[src/rtl/alu_multicycle.sv]
`default_nettype none
// ============================================================================
//  Module   : alu_multicycle
//  Brief    : Handshaked ALU; single-cycle logic/arith ops, iterative
//             shift/rotate and shift-add multiply.
//  Revision : 1.0  initial release
// ============================================================================

module alu_multicycle #(
    parameter int WIDTH = 8,
    parameter int SHW   = $clog2(WIDTH)
) (
    input  logic             CLK,
    input  logic             RESET,
    input  logic [WIDTH-1:0] DATA1,
    input  logic [WIDTH-1:0] DATA2,
    input  logic [2:0]       SELECT,
    input  logic             IN_VALID,
    output logic             IN_READY,
    output logic [WIDTH-1:0] RESULT,
    output logic             ZERO,
    output logic             CARRY,
    output logic             OUT_VALID,
    input  logic             OUT_READY
);

    localparam logic [2:0] OP_FWD   = 3'b000;
    localparam logic [2:0] OP_ADD   = 3'b001;
    localparam logic [2:0] OP_AND   = 3'b010;
    localparam logic [2:0] OP_OR    = 3'b011;
    localparam logic [2:0] OP_SUB   = 3'b100;
    localparam logic [2:0] OP_SHIFT = 3'b101;
    localparam logic [2:0] OP_ROR   = 3'b110;
    localparam logic [2:0] OP_MUL   = 3'b111;

    localparam logic [SHW:0] CNT_ONE  = (SHW+1)'(1);
    localparam logic [SHW:0] CNT_FULL = (SHW+1)'(WIDTH);

    typedef enum logic [1:0] {
        IDLE = 2'd0,
        BUSY = 2'd1,
        DONE = 2'd2
    } state_t;

    state_t state;
    state_t state_next;

    logic [2:0]       op;
    logic [WIDTH-1:0] work;
    logic [WIDTH-1:0] hi;
    logic [WIDTH-1:0] mcand;
    logic             shift_right;
    logic [SHW:0]     cnt;
    logic [WIDTH-1:0] result;
    logic             zero;
    logic             carry;

    logic             accept;
    logic             last_step;
    logic             iterative;
    logic [SHW-1:0]   shamt;
    logic [WIDTH:0]   add_sum;
    logic [WIDTH:0]   sub_diff;
    logic [WIDTH:0]   mul_sum;
    logic [WIDTH-1:0] simple_result;
    logic             simple_carry;
    logic [WIDTH-1:0] step_work;
    logic [WIDTH-1:0] step_hi;

    assign accept    = IN_VALID && (state == IDLE);
    assign last_step = (state == BUSY) && (cnt == CNT_ONE);
    assign shamt     = DATA2[SHW-1:0];
    // A zero-distance shift/rotate has nothing to iterate and completes like a simple op.
    assign iterative = (SELECT == OP_MUL) ||
                       (((SELECT == OP_SHIFT) || (SELECT == OP_ROR)) && (shamt != '0));

    assign add_sum  = {1'b0, DATA1} + {1'b0, DATA2};
    assign sub_diff = {1'b0, DATA1} - {1'b0, DATA2};

    always_comb begin
        simple_result = DATA1;
        simple_carry  = 1'b0;
        case (SELECT)
            OP_FWD: simple_result = DATA2;
            OP_ADD: begin
                simple_result = add_sum[WIDTH-1:0];
                simple_carry  = add_sum[WIDTH];
            end
            OP_AND: simple_result = DATA1 & DATA2;
            OP_OR:  simple_result = DATA1 | DATA2;
            OP_SUB: begin
                simple_result = sub_diff[WIDTH-1:0];
                simple_carry  = ~sub_diff[WIDTH];
            end
            default: simple_result = DATA1;
        endcase
    end

    // One iteration: multiplier bits leave work[0] as product bits enter work[MSB].
    always_comb begin
        step_work = work;
        step_hi   = hi;
        mul_sum   = '0;
        case (op)
            OP_MUL: begin
                mul_sum   = {1'b0, hi} + (work[0] ? {1'b0, mcand} : '0);
                step_hi   = mul_sum[WIDTH:1];
                step_work = {mul_sum[0], work[WIDTH-1:1]};
            end
            OP_SHIFT: step_work = shift_right ? {1'b0, work[WIDTH-1:1]}
                                              : {work[WIDTH-2:0], 1'b0};
            OP_ROR:   step_work = {work[0], work[WIDTH-1:1]};
            default:  step_work = work;
        endcase
    end

    always_ff @(posedge CLK) begin
        if (RESET) begin
            state <= IDLE;
        end else begin
            state <= state_next;
        end
    end

    always_comb begin
        state_next = state;
        case (state)
            IDLE: begin
                if (accept) begin
                    state_next = iterative ? BUSY : DONE;
                end
            end
            BUSY: begin
                if (last_step) begin
                    state_next = DONE;
                end
            end
            DONE: begin
                if (OUT_READY) begin
                    state_next = IDLE;
                end
            end
            default: state_next = IDLE;
        endcase
    end

    always_ff @(posedge CLK) begin
        if (RESET) begin
            op          <= OP_FWD;
            work        <= '0;
            hi          <= '0;
            mcand       <= '0;
            shift_right <= 1'b0;
            cnt         <= '0;
            result      <= '0;
            zero        <= 1'b1;
            carry       <= 1'b0;
        end else if (accept) begin
            op          <= SELECT;
            mcand       <= DATA1;
            hi          <= '0;
            shift_right <= DATA2[WIDTH-1];
            work        <= (SELECT == OP_MUL) ? DATA2 : DATA1;
            cnt         <= (SELECT == OP_MUL) ? CNT_FULL : {1'b0, shamt};
            if (!iterative) begin
                result <= simple_result;
                zero   <= (simple_result == '0);
                carry  <= simple_carry;
            end
        end else if (state == BUSY) begin
            work <= step_work;
            hi   <= step_hi;
            cnt  <= cnt - CNT_ONE;
            if (last_step) begin
                result <= step_work;
                zero   <= (step_work == '0);
                carry  <= (op == OP_MUL) && (step_hi != '0);
            end
        end
    end

    assign IN_READY  = (state == IDLE);
    assign OUT_VALID = (state == DONE);
    assign RESULT    = result;
    assign ZERO      = zero;
    assign CARRY     = carry;

endmodule

`default_nettype wire

[config.mk]
export PLATFORM = sky130hd
export DESIGN_NAME = alu_multicycle
export DESIGN_NICKNAME = d
export VERILOG_FILES = /design/src/rtl/alu_multicycle.sv
export SDC_FILE = /design/constraint.sdc
export NUM_CORES = 1
export LEC_CHECK = 0
export CAP_MARGIN = 0
export CORE_MARGIN = 10
export CORE_UTILIZATION = 59
export DETAILED_ROUTE_END_ITERATION = 10
export GPL_TIMING_DRIVEN = 0
export PLACE_DENSITY = 0.83
export SLEW_MARGIN = 20
export SYNTH_ARGS = -nofsm -noshare
export SYNTH_HDL_FRONTEND = slang
export SYNTH_SLANG_ARGS = --single-unit
[constraint.sdc]
create_clock -name CLK -period 3.66 [get_ports CLK]
set_input_delay 0.732 -clock CLK [delete_from_list [all_inputs] [get_ports CLK]]
set_output_delay 0.732 -clock CLK [all_outputs]
set_load 0.03 [all_outputs]
==> reports/metrics.cfg, run 1 <==
[outcome]
status = completed

[synth]
syn_nets = 566
ys_seq_area_frac = 0.233
syn_area_per_cell_sq_um = 7.47
ys_warn_count = 0
netlist_instances = 506
synth_top_flop_cell = dfxtp_1
synthesis.area_sq_um = 3780
synth_edf_count = 0
synth-seq-cells = 44
synthArstFlopShare = 0
synth_cell_type_count = 65

[detailed_routing]
first_iter_violations = 419
dr.pass1.iters = 5
ant_nets = 0
wl_per_cell_microns = 18.5
drc = 0
dr_total_vias = 4026
totalWireLength_microns = 11500
viasPerCell = 6.45

[clock_tree]
cts_made_buffers = 5
clock_latency_ns = 0.30
htreeDepth = 2
cts_resized = 0
cts_setup_buffers = 0
clk_path_buf_depth = 2
ctsHoldBuffers = 0
tritoncts = built
cts_sinks = 44
clk_pin_slew_ns = 0.08
cts-root-buf = clkbuf_8

[timing]
post-route-period-util = 0.948
finalHoldViolations = 0
slew_headroom = 0.380
layout_setup_ws_ns = 0.191
finalClockSkew_ns = 0.00971
max_freq_mhz = 288
worst_pin_slew_ns = 0.929
rsz0062_at_grt = no
worst_hold_slack_ns = 0.453
slew_viol_final = 0
finalCriticalPeriod_ns = 3.47
finalSetupViolCount = 0

[global_routing]
antenna_found_initial = 0
grt_pass1_wl_microns = 19000
overflow = 0
grt_start_max_net_pins = 13
grt_pass1_vias = 3950
track_usage = 0.225

[critical_path]
path_delay_family = simple AND/OR/NAND/NOR gates
r2r_slack_ns = 0.75
critPathKind = in2reg
critPathBufInv = 2
critPathSlowestCell = clkdlybuf4s50_1
arrival_ns = 3.69
endpoint_kind = flop
critical_path_peak_fanout = 7
critPathMaxStageDelay_ns = 0.65
critPathLaunchType = input port
cp_cell_sequence = clkdlybuf4s50_1, inv_1, ha_1, o21ba_2, or4_1, o211a_1, or3_1, a32oi_1, a21oi_1, nor3_1
required_ns = 3.88

[cells_and_area]
drive_above_1_share = 0.0420
multiInputGateArea_sq_um = 2670
fin_util = 0.686
ff_latch_area_sq_um = 881
diodes = 0
area_growth_pct = 14.0
final_cell_mix = nand2_1, a21oi_1, nor2_1, dfxtp_1, ha_1
fillCellCount = 570
final_common_cell = nand2_1
nets = 606

[placed_design]
dp_hpwl_microns = 8940
gp_congestion = 0.967
dp_slack_ns = -0.158
io_buffers = 33

[min_path]
hold_path.class = reg2reg

[floorplanning]
coreArea_sq_um = 6280
ios = 35
start_util = 0.602
die_h_microns = 100
die-area_sq_um = 10000
rows = 29
die_x_microns = 100

[power_and_ir_drop]
ir_worst_vdd_v = 0.000238
powerDensity_nw_per_um2 = 316
design_power_total_uw = 1360
leakagePower_uw = 0.00170

[run]
drv_cap = 0

## metrics by stage
stage / instance area, sq um / instances / setup TNS, ns
global placement: 4200 / 616 / -0.234
floorplan: 3780 / 506 / 0
finish: 4310 / 624 / 0
global route: 4310 / 624 / 0
detailed placement: 4200 / 616 / -0.252
CTS: 4290 / 624 / 0
## worst register-to-register path: cells and delay by family (launching register included)
family	cells	cell delay, ns
simple gates	3	0.97
fa+ha+maj	2	0.63
compound gates	3	0.50
flops	1	0.33
buf+inv	1	0.21
xor+xnor	1	0.12
## metal layers
layer,vias up,GRT usage,part of all wire
met2,193,0.382,0.49
met5,-,0,0
met1,1900,0.281,0.42
met3,33,0.0309,0.067
met4,0,0.0902,0.024
li1,1900,-,-
## power by group
part	switching [uW]	total, uW	internal (uW)
Clock	169	323	154
Combinational	306	496	190
Sequential	26.6	541	514
Total	501	1360	858
## state kept, by name (all words and copies together), names as in the netlist
register	count
RESULT	8
hi	8
mcand	8
work	8
cnt	4
op	3
state	2
CARRY	1
ZERO	1
shift_right	1
## cell families (layout without fill, tap and decap cells)
group	after synthesis	count (layout)	share of synthesized area
and+or+nand+nor	177	177	0.217
AOI/OAI and AO/OA	172	172	0.309
buffers and inverters	59	100	0.0633
DFF	44	44	0.233
adders and majority gates	38	38	0.131
xor gates and xnor gates	9	9	0.0209
muxes	7	7	0.0255
## final cells by class
type	instances	share of cell area
Inverter	26	0.0227
Timing Repair Buffer	33	0.0773
Multi-Input combinational cell	403	0.619
Clock buffer	8	0.0209
Sequential cell	44	0.205
Buffer	33	0.0328
Tap cell	77	0.0224
## path summary, 6_finish.rpt
| check | start | endpoint | cells after the start |
|---|---|---|---|
| max | DATA2[1] | RESULT[7] | 10 |
| min | mcand[4] | mcand[4] | 2 |
| max reg2reg | work[0] | CARRY | 10 |
| min reg2reg | mcand[4] | mcand[4] | 2 |
## cell usage after synthesis (6+ instances only)
cell type / count / area (sq um)
inv_1: 26 / 97.6
clkbuf_1: 25 / 93.8
xnor2_1: 7 / 61.3
or3_1: 6 / 37.5
and2_1: 9 / 56.3
nand3_1: 7 / 35.0
ha_1: 34 / 425
nor2_1: 50 / 188
nor3b_1: 6 / 45.0
nor2b_1: 8 / 50.1
o22ai_1: 9 / 56.3
a21oi_1: 59 / 295
o21ai_0: 17 / 85.1
dfxtp_1: 44 / 881
o21a_1: 7 / 52.6
o21bai_1: 6 / 45.0
nand2_1: 64 / 240
a211oi_1: 16 / 120
nor3_1: 10 / 50.1
a22oi_1: 6 / 45.0
No activity file was read; power rests on OpenSTA's default activity.
==> inputs of run 2 (changes only) <==
==> constraint.sdc (replaced) <==
create_clock -name CLK -period 4.3 [get_ports CLK]
set_input_delay 0.86 -clock CLK [delete_from_list [all_inputs] [get_ports CLK]]
set_output_delay 0.86 -clock CLK [all_outputs]
set_load 0.03 [all_outputs]
==> run 2 against run 1 <==
Register-to-register slack better by 0.67 ns. Non-clock buffer count unchanged. Critical path depth unchanged. Routed wire length about the same. Clock-buffer cell count unchanged. Clock power down 15%. Global-route usage unchanged. Clock skew up 0.0010 ns. Critical path type unchanged.
==> reports/metrics.cfg, run 2 (synthesis gave the netlist of run 1 again) <==
[floorplanning]
coreArea_sq_um = 6280
ios = 35
die-area_sq_um = 10000
start_util = 0.602
die_x_microns = 100
die_h_microns = 100
rows = 29

[cells_and_area]
nets = 606
final_cell_mix = nand2_1, a21oi_1, nor2_1, dfxtp_1, ha_1
area_growth_pct = 13.7
fin_util = 0.684
drive_above_1_share = 0.0384
finalNonFillerCells = 624
diodes = 0
final_common_cell = nand2_1

[detailed_routing]
ant_nets = 0
dr.pass1.iters = 5
drc = 0
wl_per_cell_microns = 18.5
dr_total_vias = 4006
first_iter_violations = 425
viasPerCell = 6.42
totalWireLength_microns = 11500

[timing]
post-route-period-util = 0.868
fin_setup_tns_ns = 0
worst_pin_slew_ns = 0.913
rsz0062_at_grt = no
finalHoldViolations = 0
slew_headroom = 0.390
slew_viol_final = 0
finalSetupViolCount = 0
worst_hold_slack_ns = 0.453
finalClockSkew_ns = 0.0107
max_freq_mhz = 268
finalCriticalPeriod_ns = 3.73

[global_routing]
grt_pass1_wl_microns = 19000
track_usage = 0.225
overflow = 0
grt_start_max_net_pins = 13
grt_pass1_vias = 3950
antenna_found_initial = 0

[placed_design]
gp_congestion = 0.967
dp.cells = 616
dp_hpwl_microns = 8940
io_buffers = 33

[clock_tree]
cts_sinks = 44
tritoncts = built
clk_pin_slew_ns = 0.08
htreeDepth = 2
cts-root-buf = clkbuf_8
clk_path_buf_depth = 2
cts_setup_buffers = 0
cts_resized = 0
clock_latency_ns = 0.30
ctsHoldBuffers = 0
cts_made_buffers = 5

[power_and_ir_drop]
power_frac_comb = 0.363
design_power_total_uw = 1160
leakagePower_uw = 0.00169
swShare = 0.369
power.switching_uw = 427
clockPowerShare = 0.239
p_int_uw = 730
sequentialPowerShare = 0.398
powerDensity_nw_per_um2 = 269
ir_worst_vdd_v = 0.000203

[run]
drv_cap = 0

[critical_path]
arrival_ns = 3.95
critPathKind = in2reg
required_ns = 4.52
critPathBufInv = 2
critPathLaunchType = input port
cp_cell_sequence = clkdlybuf4s50_1, inv_1, ha_1, a211oi_1, o21ai_0, a2111oi_0, nor3b_1, a32oi_1, a21oi_1, nor3_1
critPathMaxStageDelay_ns = 0.72
critPathSlowestCell = clkdlybuf4s50_1
endpoint_kind = flop
critical_path_peak_fanout = 7
path_delay_family = compound AO/OA/AOI/OAI gates

[min_path]
hold_path.class = reg2reg

[outcome]
status = completed

==> run 2: power by group through the flow <==
stage          Sequential, uW  Clock [uW]  Combinational [uW]
2_1_floorplan             481           0                 259
5_1_grt                   464         293                 456
6_report                  460         276                 420
3_3_place_gp              467           0                 401
4_1_cts                   459         272                 410
3_5_place_dp              468           0                 408
==> run 2: layout make-up <==
type                       count  area (sq um)
timing repair buffer          33           330
tap                           77          96.3
fill                         572          1980
inverter                      26          97.6
sequential                    44           881
buffer                        33           141
multi-input combinational    403          2660
clock buffer                   8          90.1
==> run 2: worst register-to-register path, cell delays in order, from the launching register on <==
cell      delay [ns]
dfxtp_1         0.33
clkbuf_1        0.21
and2_1          0.22
ha_1            0.22
fa_1            0.41
a21o_1          0.18
a21oi_1         0.21
xnor2_1         0.12
or4_1           0.53
nor4_1          0.21
o22ai_1         0.11
==> run 2: worst paths after layout <==
| path | startpoint | end | slack, ns | cells after the start |
|---|---|---|---|---|
| min | mcand[4] | mcand[4] | 0.45 | 2 |
| max reg2reg | work[0] | CARRY | 1.42 | 10 |
| max | DATA1[1] | RESULT[7] | 0.57 | 10 |
| min reg2reg | mcand[4] | mcand[4] | 0.45 | 2 |
==> run 2: routing by layer <==
metal	vias to the layer above	track usage	part of all wire
met5	-	0	0
met4	0	0.0902	0.023
met3	32	0.0309	0.064
met2	191	0.382	0.49
met1	1879	0.281	0.43
li1	1904	-	-
==> run 2: per-stage QoR <==
stage          cell area, sq um  setup WS, ns
2_1_floorplan              3780          1.32
4_1_cts                    4290         0.643
3_5_place_dp               4200         0.354
5_1_grt                    4290         0.407
3_3_place_gp               4200         0.379
6_report                   4290         0.568
==> inputs of run 3 (changes only) <==
--- a/config.mk
+++ b/config.mk
@@ -6,11 +6,13 @@
 export NUM_CORES = 1
 export LEC_CHECK = 0
 export CAP_MARGIN = 0
+export CELL_PAD_IN_SITES_DETAIL_PLACEMENT = 0
+export CELL_PAD_IN_SITES_GLOBAL_PLACEMENT = 1
 export CORE_MARGIN = 10
-export CORE_UTILIZATION = 59
+export CORE_UTILIZATION = 46
 export DETAILED_ROUTE_END_ITERATION = 10
 export GPL_TIMING_DRIVEN = 0
-export PLACE_DENSITY = 0.83
+export PLACE_DENSITY = 0.87
 export SLEW_MARGIN = 20
 export SYNTH_ARGS = -nofsm -noshare
 export SYNTH_HDL_FRONTEND = slang
==> run 3 against run 2 <==
Register-to-register slack about the same. Critical path depth unchanged. Sequential share of layout area down 0.089 points. Die area up 22%. Highest routed layer unchanged. Critical path type unchanged. Power decreased by 2.0%. Fmax shrank 1.6%. Via count shrank 2.2%. Sequential power about the same. Routed wire length up 4.6%. Clock-buffer cell count is 2 lower.
==> reports/metrics.cfg, run 3 (synthesis gave the netlist of run 1 again) <==
[outcome]
status = completed

[critical_path]
critPathKind = in2reg
critical_path_peak_fanout = 7
r2r_cells = 10
endpoint_kind = flop
critPathLaunchType = input port
arrival_ns = 4.02
required_ns = 4.53

[global_routing]
grt_start_max_net_pins = 13
grt_pass1_vias = 3681
overflow = 0
track_usage = 0.187
grt_pass1_wl_microns = 19300
antenna_found_initial = 0

[clock_tree]
ctsHoldBuffers = 0
tritoncts = built
htreeDepth = 2
clk_path_buf_depth = 2
cts_resized = 0
cts-root-buf = clkbuf_8
clk_pin_slew_ns = 0.08
cts_made_buffers = 5
clock_latency_ns = 0.30
cts_setup_buffers = 0
cts_sinks = 44

[floorplanning]
rows = 32
ios = 35
die_x_microns = 111
start_util = 0.481
coreArea_sq_um = 7850
die_h_microns = 111
die-area_sq_um = 12200

[run]
drv_cap = 0

[power_and_ir_drop]
design_power_total_uw = 1130
leakagePower_uw = 0.00168
powerDensity_nw_per_um2 = 263
ir_worst_vdd_v = 0.000105

[placed_design]
io_buffers = 33
gp_congestion = 0.928
dp_hpwl_microns = 9330
placed_area_sq_um = 4240

[cells_and_area]
final_common_cell = nand2_1
drive_above_1_share = 0.0385
nets = 606
final_cell_mix = nand2_1, a21oi_1, nor2_1, dfxtp_1, ha_1
area_growth_pct = 14.2
fin_area_sq_um = 4310
diodes = 0

[timing]
post-route-period-util = 0.882
finalHoldViolations = 0
slew_viol_final = 0
finalCriticalPeriod_ns = 3.79
finalClockSkew_ns = 0.00991
finalSetupViolCount = 0
rsz0062_at_grt = no
worst_pin_slew_ns = 0.920
max_freq_mhz = 264
fin_setup_tns_ns = 0
worst_hold_slack_ns = 0.453
slew_headroom = 0.385

[detailed_routing]
wl_per_cell_microns = 18.6
ant_nets = 0
first_iter_violations = 320
dr.pass1.iters = 4
dr_total_vias = 3916
viasPerCell = 6.04
totalWireLength_microns = 12100
drc = 0

[min_path]
hold_path.class = reg2reg
min_path_cells = 2

==> run 3: cell count changes in the layout (fill, tap and decap cells not counted), sizes merged <==
cell / previous run / this run
clkbuf: 33 / 31
clkinv: 0 / 1
==> run 3: layout make-up <==
class	count	area (sq um)
plain buffers	33	141
clock buffers	6	72.6
clock inverters	1	5.00
fillers	787	3530
inverters	26	97.6
multi-input cells	403	2660
flip-flops and latches	44	881
well taps	102	128
repair buffers	33	330
==> run 3: report_power, final <==
part	switching, uW	internal, uW	total, uW
sequential	23.1	438	461
clock	143	111	254
combinational	259	161	419
total	425	709	1130
==> run 3: worst paths after layout <==
check,end,slack [ns],start
min,mcand[7],0.45,mcand[7]
max reg2reg,CARRY,1.42,work[0]
max,RESULT[7],0.51,DATA1[1]
min reg2reg,mcand[7],0.45,mcand[7]
==> run 3: layer usage <==
layer	track usage	share of wire	vias up	wire length [microns]
met3	0.0238	0.057	24	688
met4	0.0656	0.024	0	290
met5	0	0	-	0
met2	0.307	0.47	147	5680
met1	0.243	0.45	1841	5400
li1	-	-	1904	-
==> run 3: critical path: stages <==
cell and delay [ns]:
clkdlybuf4s50_1 0.68, inv_1 0.15, ha_1 0.35, a211oi_1 0.43
o21ai_0 0.28, a2111oi_0 0.47, nor3b_1 0.10, a32oi_1 0.36
a21oi_1 0.15, nor3_1 0.19
==> run 3: stage by stage <==
step,cells,setup slack (ns),utilization
floorplan,506,1.32,-
global placement,641,0.298,0.540
detailed placement,641,0.230,0.540
CTS,648,0.536,0.550
global route,648,0.374,0.550
finish,648,0.506,0.550
